==> src/rtl/vector_slice_streamer.sv <==
// vector_slice_streamer: walks a vector register's read_index and streams its scalars,
// index 0 first, as a valid/ready stream with one registered output stage.
module vector_slice_streamer #(
  parameter int SCALAR_BITS = 32,
  parameter int LENGTH = 5,
  localparam int INDEX_WIDTH = $clog2(LENGTH)
) (
  input  logic                   clk,
  input  logic                   rst_n,
  input  logic                   start,
  input  logic                   abort,
  output logic                   busy,
  output logic                   done,
  output logic [INDEX_WIDTH-1:0] read_index,
  input  logic [SCALAR_BITS-1:0] slice_in,
  output logic [SCALAR_BITS-1:0] out_data,
  output logic [INDEX_WIDTH-1:0] out_index,
  output logic                   out_last,
  output logic                   out_valid,
  input  logic                   out_ready
);
  typedef enum logic [1:0] {IDLE, STREAM, DRAIN} state_t;
  state_t                 r_state;
  logic [INDEX_WIDTH-1:0] r_rd_idx;
  logic [INDEX_WIDTH-1:0] r_out_index;
  logic [SCALAR_BITS-1:0] r_out_data;
  logic                   r_out_last;
  logic                   r_out_valid;
  logic                   r_done;
  logic                   w_fetch;
  logic                   w_rd_last;
  assign w_fetch    = (r_state == STREAM) && (!r_out_valid || out_ready);
  assign w_rd_last  = r_rd_idx == INDEX_WIDTH'(LENGTH - 1);
  assign busy       = r_state != IDLE;
  assign done       = r_done;
  assign read_index = r_rd_idx;
  assign out_data   = r_out_data;
  assign out_index  = r_out_index;
  assign out_last   = r_out_last;
  assign out_valid  = r_out_valid;
  always_ff @(posedge clk) begin
    if (!rst_n) begin
      r_state     <= IDLE;
      r_rd_idx    <= '0;
      r_out_index <= '0;
      r_out_data  <= '0;
      r_out_last  <= 1'b0;
      r_out_valid <= 1'b0;
      r_done      <= 1'b0;
    end else begin
      r_done <= 1'b0;
      if (abort) begin
        r_state     <= IDLE;
        r_rd_idx    <= '0;
        r_out_last  <= 1'b0;
        r_out_valid <= 1'b0;
      end else begin
        case (r_state)
          IDLE: if (start) begin
            r_rd_idx <= '0;
            r_state  <= STREAM;
          end
          STREAM: if (w_fetch) begin
            r_out_data  <= slice_in;
            r_out_index <= r_rd_idx;
            r_out_last  <= w_rd_last;
            r_out_valid <= 1'b1;
            if (w_rd_last) r_state <= DRAIN;
            else r_rd_idx <= r_rd_idx + 1'b1;
          end
          DRAIN: if (r_out_valid && out_ready) begin
            r_out_valid <= 1'b0;
            r_out_last  <= 1'b0;
            r_done      <= 1'b1;
            r_state     <= IDLE;
          end
          default: r_state <= IDLE;
        endcase
      end
    end
  end
endmodule

==> config.mk <==
export PLATFORM = sky130hd
export DESIGN_NAME = vector_slice_streamer
export DESIGN_NICKNAME = d
export VERILOG_FILES = /design/src/rtl/vector_slice_streamer.sv
export SDC_FILE = /design/constraint.sdc
export NUM_CORES = 1
export LEC_CHECK = 0
export ABC_AREA = 1
export ABC_CLOCK_PERIOD_IN_PS = 1280
export CORE_MARGIN = 3
export CORE_UTILIZATION = 38
export CTS_BUF_LIST = sky130_fd_sc_hd__clkbuf_2 sky130_fd_sc_hd__clkbuf_4 sky130_fd_sc_hd__clkbuf_8
export DETAILED_ROUTE_END_ITERATION = 8
export PLACE_DENSITY_LB_ADDON = 0.08
export SYNTH_ARGS = -nofsm -noshare
export SYNTH_HDL_FRONTEND = slang
export SYNTH_SLANG_ARGS = --single-unit
export TNS_END_PERCENT = 20
==> constraint.sdc <==
create_clock -name clk -period 1.28 [get_ports clk]
set_clock_uncertainty 0.2 [all_clocks]
set_input_delay 0.256 -clock clk [delete_from_list [all_inputs] [get_ports clk]]
set_output_delay 0.256 -clock clk [all_outputs]
set_load 0.01 [all_outputs]
==> results of run 1 <==
cell families (layout without fill, tap and decap cells):
| group | count (synthesis) | count (layout) | synth area share (%) |
|---|---|---|---|
| compound gates | 75 | 75 | 22.1 |
| fa+ha+maj | 2 | 2 | 1.47 |
| buf+inv | 58 | 157 | 13.1 |
| flops | 43 | 43 | 50.7 |
| simple gates | 51 | 51 | 12.5 |
cells in the mapped netlist:
master	count	area share, %
o21ai_1	5	1.5
ha_1	2	1.5
o21ai_0	30	8.8
nand2_1	28	6.2
inv_1	47	10
nand3_1	3	0.88
nand3b_1	1	0.44
nand3_2	1	0.59
nor2_1	17	3.8
dfxtp_1	43	51
clkbuf_1	6	1.3
inv_2	1	0.22
nor2_4	1	0.66
a21oi_1	40	12
buf_2	4	1.2
registers in the layout (all words and copies together) (netlist names):
register and cells:
out_valid 1, out_data 32, read_index 3, done 1, out_last 1, out_index 3, r_state 2
cell type report:
cell class / count / area [µm²]
tap: 50 / 62.6
timing repair buffer: 101 / 815
inverter: 48 / 183
clock buffer: 7 / 83.8
clock inverter: 1 / 30.0
fill: 381 / 1360
multi-input combinational: 128 / 709
sequential: 43 / 898
critical path, delay by kind of cell, from the launching register on:
family                 cells  cell delay, ns
AND/OR/NAND/NOR            2            0.27
AO/OA/AOI/OAI              2            0.23
buffers and inverters      2            0.30
flip-flops                 1            0.33
through the flow:
step / worst slack, ns / power [µW]
6_report: -0.172 / 2970
5_1_grt: -0.253 / 3090
4_1_cts: -0.150 / 2950
3_5_place_dp: -0.489 / 1920
3_3_place_gp: -0.418 / 1910
2_1_floorplan: -0.0188 / 1630
power by group:
group	total [µW]	internal [µW]	switching [µW]	leakage (µW)
clock	1080	626	454	0.0000593
sequential	1430	1400	28.3	0.000362
combinational	459	244	215	0.000824
per-layer routing:
metal	up-vias	GRT usage (%)	wire length, µm
met5	-	0	0
met4	0	7.58	64
met3	7	5.92	447
met2	64	27.7	2280
met1	759	18.8	2130
li1	915	-	-
final timing paths:
check | startpoint | to | slack (ns) | depth (start not counted)
worst max-delay path | r_state[1] | out_data[5] | -0.17 | 6
worst max register to register | r_state[1] | out_data[5] | -0.17 | 6
worst min-delay path | out_data[22] | out_data[22] | 0.24 | 2
worst min register to register | out_data[22] | out_data[22] | 0.24 | 2
repair_timing:
item                                    CTS  global route
pin swaps                                 0             7
cloned                                    0             1
resized for setup                       187            52
endpoints found under the hold margin     0             0
endpoints found under the setup margin   84            50
buffers inserted                          1             1
==> metrics.yaml, run 1 <==
run_status:
  status: "finished with violations"
  failed_checks: "setup timing"
clocking:
  holdBufCountCts: 0
  cts-root-buf: "clkbuf_8"
  cts_buffers: 5
  clk_latency_ns: 0.29
  cts_max_path_buffers: 2
  cts_tree: "built"
  cts_sinks: 43
  clk_pin_slew_ns: 0.08
  h-tree-depth: 2
setup_path:
  crit_path_cell_trace: "buf_6 -> nor2_4 -> nand3_4 -> buf_12 -> o21ai_0 -> a21oi_1"
  crit_arrival_ns: 1.43
  cpMaxStageDelayCell: "dfxtp_2"
  end_kind: "flip-flop"
  critPathKind: "reg -> reg"
  path_max_fanout: 35
  timing.critical_path.slowest_cell_delay_ns: 0.33
  cp.required_ns: 1.26
  cp-start-kind: "flip-flop"
global_routing:
  grt_antenna_before_repair: 0
  grt_max_degree: 71
  grt_pass1_wl_um: 6830
  track_usage_pct: 16.5
  overflow: 0
  first_global_vias: 1531
timing:
  finalSetupTns_ns: -5.38
  slew_headroom_pct: 83.8
  fmax_ghz: 0.689
  final.period_utilization_pct: 113
  drv_slew: 0
  fin_crit_ns: 1.45
  finalHoldWorstSlack_ns: 0.237
  worst_pin_slew_ns: 0.242
  setup_viol: 43
  setup_ws_ns: -0.172
  hold_violations: 0
  rsz0062_at_grt: "true"
route:
  dr.pass1.iters: 4
  drc: 0
  drtIter0Drc: 99
  vias_per_cell: 4.62
  routedWlPerCell_um: 13.0
  via_count: 1745
  antenna_left: 0
  wl_um: 4920
placed_design:
  place_inst: 367
  gp_congestion: 0.804
  place_area_um2: 2700
  dpl.hpwl_um: 3050
  port_buffers: 78
cells_and_area:
  final_common_cell: "inv_1"
  antenna_cells: 0
  final_cell_mix: "inv_1 (44), buf_2 (42), a21oi_1 (37)"
  instances_no_fill: 378
  drive_gt1_share_pct: 36.9
  fin_nets: 366
  final_cell_area_um2: 2780
  fin_util_pct: 67.1
  syn2layout_area_growth_pct: 63.9
synth:
  syn_area_um2: 1700
  synth-seq-cells: 43
  ys_types: 15
  ys_warn_count: 0
  syn_nets: 268
  synth-seq-area-share_pct: 50.7
  postSynthCellCount: 229
  avgSynthCellArea_um2: 7.41
floorplan:
  rows: 23
  initial_utilization_pct: 40.9
  ios: 79
  die-area_um2: 5300
  dieHeight_um: 72.8
  die_w_um: 72.8
  core-area_um2: 4140
pwr:
  peakVddDrop_mv: 0.707
  power_density_nw_per_um2: 1070
  leakage_uw: 0.00125
hold_path:
  hold_path.class: "reg -> reg"
flow_run:
  maxCapViolCount: 0
Note: power is estimated with default switching activity, not from simulation.
==> run 2: changes to the inputs <==
--- a/config.mk
+++ b/config.mk
@@ -8,10 +8,9 @@
 export ABC_AREA = 1
 export ABC_CLOCK_PERIOD_IN_PS = 1280
 export CORE_MARGIN = 3
-export CORE_UTILIZATION = 38
+export CORE_UTILIZATION = 30
 export CTS_BUF_LIST = sky130_fd_sc_hd__clkbuf_2 sky130_fd_sc_hd__clkbuf_4 sky130_fd_sc_hd__clkbuf_8
 export DETAILED_ROUTE_END_ITERATION = 8
-export PLACE_DENSITY_LB_ADDON = 0.08
 export SYNTH_ARGS = -nofsm -noshare
 export SYNTH_HDL_FRONTEND = slang
 export SYNTH_SLANG_ARGS = --single-unit
==> run 2 against run 1 <==
The flow still finishes with violations (setup timing). First-iteration DRC count is 75% lower. Clock power is essentially flat. Register-to-register slack better by 0.03 ns. Hold slack better by 0.0020 ns. Final cell count increased by 5.8%. Die area increased by 24%. Non-clock buffer count up 2. Sequential cell count unchanged. Power is 0.19% lower. Via count is 1.8% lower. Largest cell class unchanged.
==> metrics.yaml, run 2 (same netlist as run 1, synthesis figures left out) <==
run_status:
  status: "finished with violations"
  failed_checks: "setup timing"
floorplan:
  initial_utilization_pct: 32.0  # -8.9 points
  core-area_um2: 5300  # +28%
  dieHeight_um: 81.2  # +12%
  die-area_um2: 6590  # +24%
  die_w_um: 81.2  # +12%
  ios: 79  # unchanged
  rows: 26  # +13%
route:
  vias_per_cell: 4.29  # -7.2%
  antenna_left: 0  # unchanged
  drc: 0  # unchanged
  wl_um: 4670  # -5.0%
  drtIter0Drc: 25  # -75%
  via_count: 1714  # -1.8%
  dr.pass1.iters: 4  # unchanged
  routedWlPerCell_um: 11.7  # -10%
timing:
  rsz0062_at_grt: "true"
  final.period_utilization_pct: 111  # -2.5 points
  hold_violations: 0  # unchanged
  finalHoldWorstSlack_ns: 0.239  # +0.00198 ns
  setup_viol: 43  # unchanged
  setup_ws_ns: -0.141  # +0.0316 ns
  fmax_ghz: 0.704  # +2.2%
  finalSetupTns_ns: -3.18  # +2.20 ns
  drv_slew: 0  # unchanged
  slew_headroom_pct: 85.0  # +1.2 points
  worst_pin_slew_ns: 0.225  # -0.0172 ns
  fin_crit_ns: 1.42  # -0.0316 ns
setup_path:
  timing.critical_path.slowest_cell_delay_ns: 0.34  # about the same
  crit-reg2reg-capture: "out_data[9]"
  rrSetupSlack_ns: -0.14  # +0.03 ns
  crit_arrival_ns: 1.40  # -0.03 ns
  rr_worst_depth: 6  # unchanged
  path_max_fanout: 22  # -37%
  cp.required_ns: 1.26  # about the same
  crit_path_cell_trace: "inv_2 -> nor2_4 -> nand3_4 -> buf_8 -> o21ai_0 -> a21oi_1"
  critPathKind: "reg -> reg"
  cp-start-kind: "flip-flop"
  cpMaxStageDelayCell: "dfxtp_2"
  r2r_start: "r_state[0]"
  end_kind: "flip-flop"
clocking:
  cts_sinks: 43  # unchanged
  clk_pin_slew_ns: 0.09  # about the same
  cts_buffers: 5  # unchanged
  cts_max_path_buffers: 2  # unchanged
  holdBufCountCts: 0  # unchanged
  cts-root-buf: "clkbuf_8"
  cts_tree: "built"
  h-tree-depth: 2  # unchanged
  clk_latency_ns: 0.29  # about the same
pwr:
  peakVddDrop_mv: 0.516  # -27%
  leakage_uw: 0.00127  # +1.8%
  p_comb_share_pct: 16.3  # +0.8 points
  clockPowerShare_pct: 35.5  # -0.9 points
  switching_share_pct: 24.2  # +0.65 points
  internal-power_uw: 2240  # -1.0%
  p_sw_uw: 716  # +2.6%
  power_density_nw_per_um2: 1030  # -3.4%
  sequentialPowerShare_pct: 48.2  # about the same
global_routing:
  first_global_vias: 1500  # -2.0%
  track_usage_pct: 13.2  # -3.4 points
  grt_pass1_wl_um: 6740  # -1.3%
  grt_max_degree: 49  # -31%
  overflow: 0  # unchanged
  grt_antenna_before_repair: 0  # unchanged
cells_and_area:
  fin_nets: 368  # +0.55%
  nFillCells: 502  # +32%
  largest_reg_flops: 32  # unchanged
  drive_gt1_share_pct: 42.1  # +5.2 points
  final_common_cell: "inv_1"
  final_cell_area_um2: 2870  # +3.3%
  final_cell_mix: "inv_1 (43), buf_2 (39), a21oi_1 (36)"
  syn2layout_area_growth_pct: 69.4
  antenna_cells: 0  # unchanged
hold_path:
  min_to: "out_data[17]"
  holdCritStartpoint: "out_data[17]"
  hold_path.class: "reg -> reg"
  holdPathStages: 2  # unchanged
placed_design:
  gp_congestion: 0.792  # -1.4%
  dp_slack_ns: -0.457  # +0.0325 ns
  port_buffers: 78  # unchanged
  place_area_um2: 2730  # +0.93%
  dpl.hpwl_um: 2990  # -1.8%
flow_run:
  maxCapViolCount: 0  # unchanged
==> run 2: changes by cell type in the layout (fill, tap and decap cells not counted), sizes merged <==
cell	before	now
clkinv	0	2
==> run 2: cell type report <==
type	instances	area (µm²)	area share, %
timing repair buffer	103	868	30.2
clock buffer	5	68.8	2.39
tap	70	87.6	3.05
clock inverter	3	43.8	1.52
sequential	43	902	31.4
multi-input combinational	128	723	25.2
inverter	48	180	6.27
==> run 2: what timing repair did <==
action | 4_1_cts | 5_1_grt
setup buffers | 0 | 1
resized for setup | 192 | 57
pin swaps | 0 | 2
endpoints found under the setup margin | 85 | 49
cloned | 0 | 4
==> run 2: per-layer routing <==
| metal | part of all wire (%) | track usage, % | vias up |
|---|---|---|---|
| li1 | - | - | 917 |
| met1 | 48 | 17.9 | 737 |
| met2 | 44 | 19.4 | 52 |
| met3 | 7.7 | 4.10 | 8 |
| met4 | 1.1 | 5.07 | 0 |
| met5 | 0 | 0 | - |
==> run 2: worst max-delay path by stage <==
| stage | startpoint | to | slack (ns) | cells past startpoint |
|---|---|---|---|---|
| floorplan | read_index[1] | read_index[1] | -0.02 | 8 |
| global placement | out_ready | out_data[25] | -0.43 | 7 |
| detailed placement | out_ready | out_data[9] | -0.46 | 7 |
| CTS | out_ready | out_data[19] | -0.14 | 7 |
| global route | r_state[0] | out_data[3] | -0.23 | 6 |
| finish | r_state[0] | out_data[9] | -0.14 | 6 |
==> run 2: power groups by stage <==
stage / combinational (µW) / clock [µW] / sequential [µW]
floorplan: 147 / 0 / 1480
global placement: 467 / 0 / 1450
detailed placement: 469 / 0 / 1450
CTS: 423 / 1100 / 1430
global route: 534 / 1140 / 1440
finish: 481 / 1050 / 1430
==> run 2: critical path, delay by kind of cell (launching register included) <==
| kind | cells | cell delay, ns |
|---|---|---|
| compound gates | 2 | 0.22 |
| buf+inv | 2 | 0.26 |
| flops | 1 | 0.34 |
| simple gates | 2 | 0.28 |
==> run 2: stage by stage <==
step	instances	util, %	power, µW
2_1_floorplan	229	-	1630
3_3_place_gp	387	51.4	1920
3_5_place_dp	387	51.4	1920
4_1_cts	395	50.6	2950
5_1_grt	400	54.2	3110
6_report	400	54.2	2960
==> run 3: changes to the inputs <==
--- a/config.mk
+++ b/config.mk
@@ -8,9 +8,10 @@
 export ABC_AREA = 1
 export ABC_CLOCK_PERIOD_IN_PS = 1280
 export CORE_MARGIN = 3
-export CORE_UTILIZATION = 30
+export CORE_UTILIZATION = 38
 export CTS_BUF_LIST = sky130_fd_sc_hd__clkbuf_2 sky130_fd_sc_hd__clkbuf_4 sky130_fd_sc_hd__clkbuf_8
 export DETAILED_ROUTE_END_ITERATION = 8
+export PLACE_DENSITY = 0.78
 export SYNTH_ARGS = -nofsm -noshare
 export SYNTH_HDL_FRONTEND = slang
 export SYNTH_SLANG_ARGS = --single-unit
==> run 3 against run 2 <==
Combinational power increased by 14%. Non-clock buffer count is 4 higher. Largest power group unchanged. Critical path depth unchanged. Sequential power about the same. The flow still finishes with violations (setup timing). Register-to-register slack hardly changed. Clock power fell by 9.9%. Sequential share of layout area is 1.6 points lower. Sequential cell count is the same. Setup slack better by 0.014 ns.
==> metrics.yaml, run 3 (same netlist as run 1, synthesis figures left out) <==
cells_and_area:
  largest_reg_flops: 32  # unchanged
  syn2layout_area_growth_pct: 78.2
  final_cell_mix: "buf_2 (42), inv_1 (41), clkdlybuf4s50_1 (34)"
  antenna_cells: 0  # unchanged
  drive_gt1_share_pct: 49.4  # +7.3 points
  final_common_cell: "buf_2"
  fin_nets: 372  # +1.1%
setup_path:
  crit_path_cell_trace: "inv_4 -> nor2_4 -> nand3_4 -> buf_8 -> buf_16 -> a21oi_1"
  cpMaxStageDelayCell: "dfxtp_2"
  path_max_fanout: 9  # -59%
  end_kind: "flip-flop"
  rrSetupSlack_ns: -0.13  # about the same
  cp.required_ns: 1.30  # +0.04 ns
  timing.critical_path.slowest_cell_delay_ns: 0.36  # +0.02 ns
  cp-start-kind: "flip-flop"
  crit_arrival_ns: 1.43  # +0.03 ns
  critPathKind: "reg -> reg"
route:
  wl_um: 5440  # +16%
  top_layer: "met4"
  vias_per_cell: 4.86  # +13%
  antenna_left: 0  # unchanged
  wl_met2_um: 2680  # +32%
  wl_met3_um: 295  # -18%
  met1_length_um: 2430  # +9.4%
  via_count: 1866  # +8.9%
  drc: 0  # unchanged
  routedWlPerCell_um: 14.2  # +21%
  dr.pass1.iters: 4  # unchanged
  drtIter0Drc: 76  # +200%
pwr:
  leakage_uw: 0.00130  # +2.4%
  power_density_nw_per_um2: 967  # -6.1%
  peakVddDrop_mv: 0.712  # +38%
  finalPower_uw: 2920  # -1.2%
clocking:
  cts-root-buf: "clkbuf_8"
  cts_sinks: 43  # unchanged
  cts_tree: "built"
  holdBufCountCts: 0  # unchanged
  clk_latency_ns: 0.29  # about the same
  cts_buffers: 5  # unchanged
  clk_pin_slew_ns: 0.08  # about the same
  h-tree-depth: 2  # unchanged
  cts_max_path_buffers: 2  # unchanged
timing:
  drv_slew: 0  # unchanged
  worst_pin_slew_ns: 0.258  # +0.0327 ns
  finalHoldWorstSlack_ns: 0.240  # +0.00148 ns
  slew_headroom_pct: 82.8  # -2.1 points
  final.period_utilization_pct: 110  # -1.1 points
  rsz0062_at_grt: "true"
  setup_viol: 43  # unchanged
  fmax_ghz: 0.711  # +1.0%
  setup_ws_ns: -0.126  # +0.0143 ns
  hold_violations: 0  # unchanged
  fin_crit_ns: 1.41  # -0.0143 ns
hold_path:
  hold_path.class: "reg -> reg"
placed_design:
  dp_slack_ns: -0.466  # -0.00965 ns
  gp_congestion: 0.802  # +1.2%
  port_buffers: 78  # unchanged
  dpl.hpwl_um: 3160  # +5.7%
global_routing:
  overflow: 0  # unchanged
  grt_pass1_wl_um: 8130  # +21%
  first_global_vias: 1782  # +19%
  track_usage_pct: 19.0  # +5.9 points
  grt_max_degree: 23  # -53%
  grt_antenna_before_repair: 0  # unchanged
floorplan:
  dieHeight_um: 72.8  # -10%
  ios: 79  # unchanged
  core-area_um2: 4140  # -22%
  die-area_um2: 5300  # -20%
  die_w_um: 72.8  # -10%
  rows: 23  # -12%
  initial_utilization_pct: 40.9  # +8.9 points
run_status:
  failed_checks: "setup timing"
  status: "finished with violations"
flow_run:
  maxCapViolCount: 0  # unchanged
## run 3: cell type report
type | instances | area [µm²]
Fill cell | 343 | 1120
Timing Repair Buffer | 107 | 928
Sequential cell | 43 | 900
Multi-Input combinational cell | 128 | 846
Inverter | 48 | 183
Clock buffer | 7 | 96.3
Tap cell | 50 | 62.6
Clock inverter | 1 | 7.51
## run 3: worst max-delay path, delay by kind of cell (launching register included)
kind                   cells  cell delay (ns)
and+or+nand+nor            2             0.26
buffers and inverters      3             0.38
DFF                        1             0.36
AOI/OAI and AO/OA          1             0.13
## run 3: where the power goes
group	leakage, µW	internal, µW	switching, µW
registers	0.000362	1400	31.1
logic	0.000885	289	260
clock network	0.0000505	491	455
## run 3: per-stage QoR
step / setup TNS, ns / cells / area (µm²) / utilization, %
after floorplan: -0.381 / 229 / 1730 / -
after global placement: -17.95 / 364 / 2680 / 64.7
after detailed placement: -19.33 / 364 / 2680 / 64.7
after CTS: -4.66 / 383 / 2850 / 68.7
after global routing: -6.76 / 384 / 3020 / 72.9
final: -4.23 / 384 / 3020 / 72.9
## run 3: per-layer routing
metal  vias to the layer above  GRT usage, %
met3                         5          4.96
met1                       878          23.3
met2                        52          33.8
met5                         -             0
met4                         0          3.48
li1                        931             -
## run 3: final timing paths
path                                   start           end  cells past startpoint
worst min-delay path            out_data[25]  out_data[25]                      2
worst min register to register  out_data[25]  out_data[25]                      2
worst max-delay path              r_state[0]  out_index[1]                      6
worst max register to register    r_state[0]  out_index[1]                      6
## run 3: repair_timing
item,4_1_cts,5_1_grt
gates resized for setup,223,64
buffers inserted,8,0
gates cloned,3,3
hold endpoints to repair,0,0
endpoints found under the setup margin,85,49
pin swaps,20,27
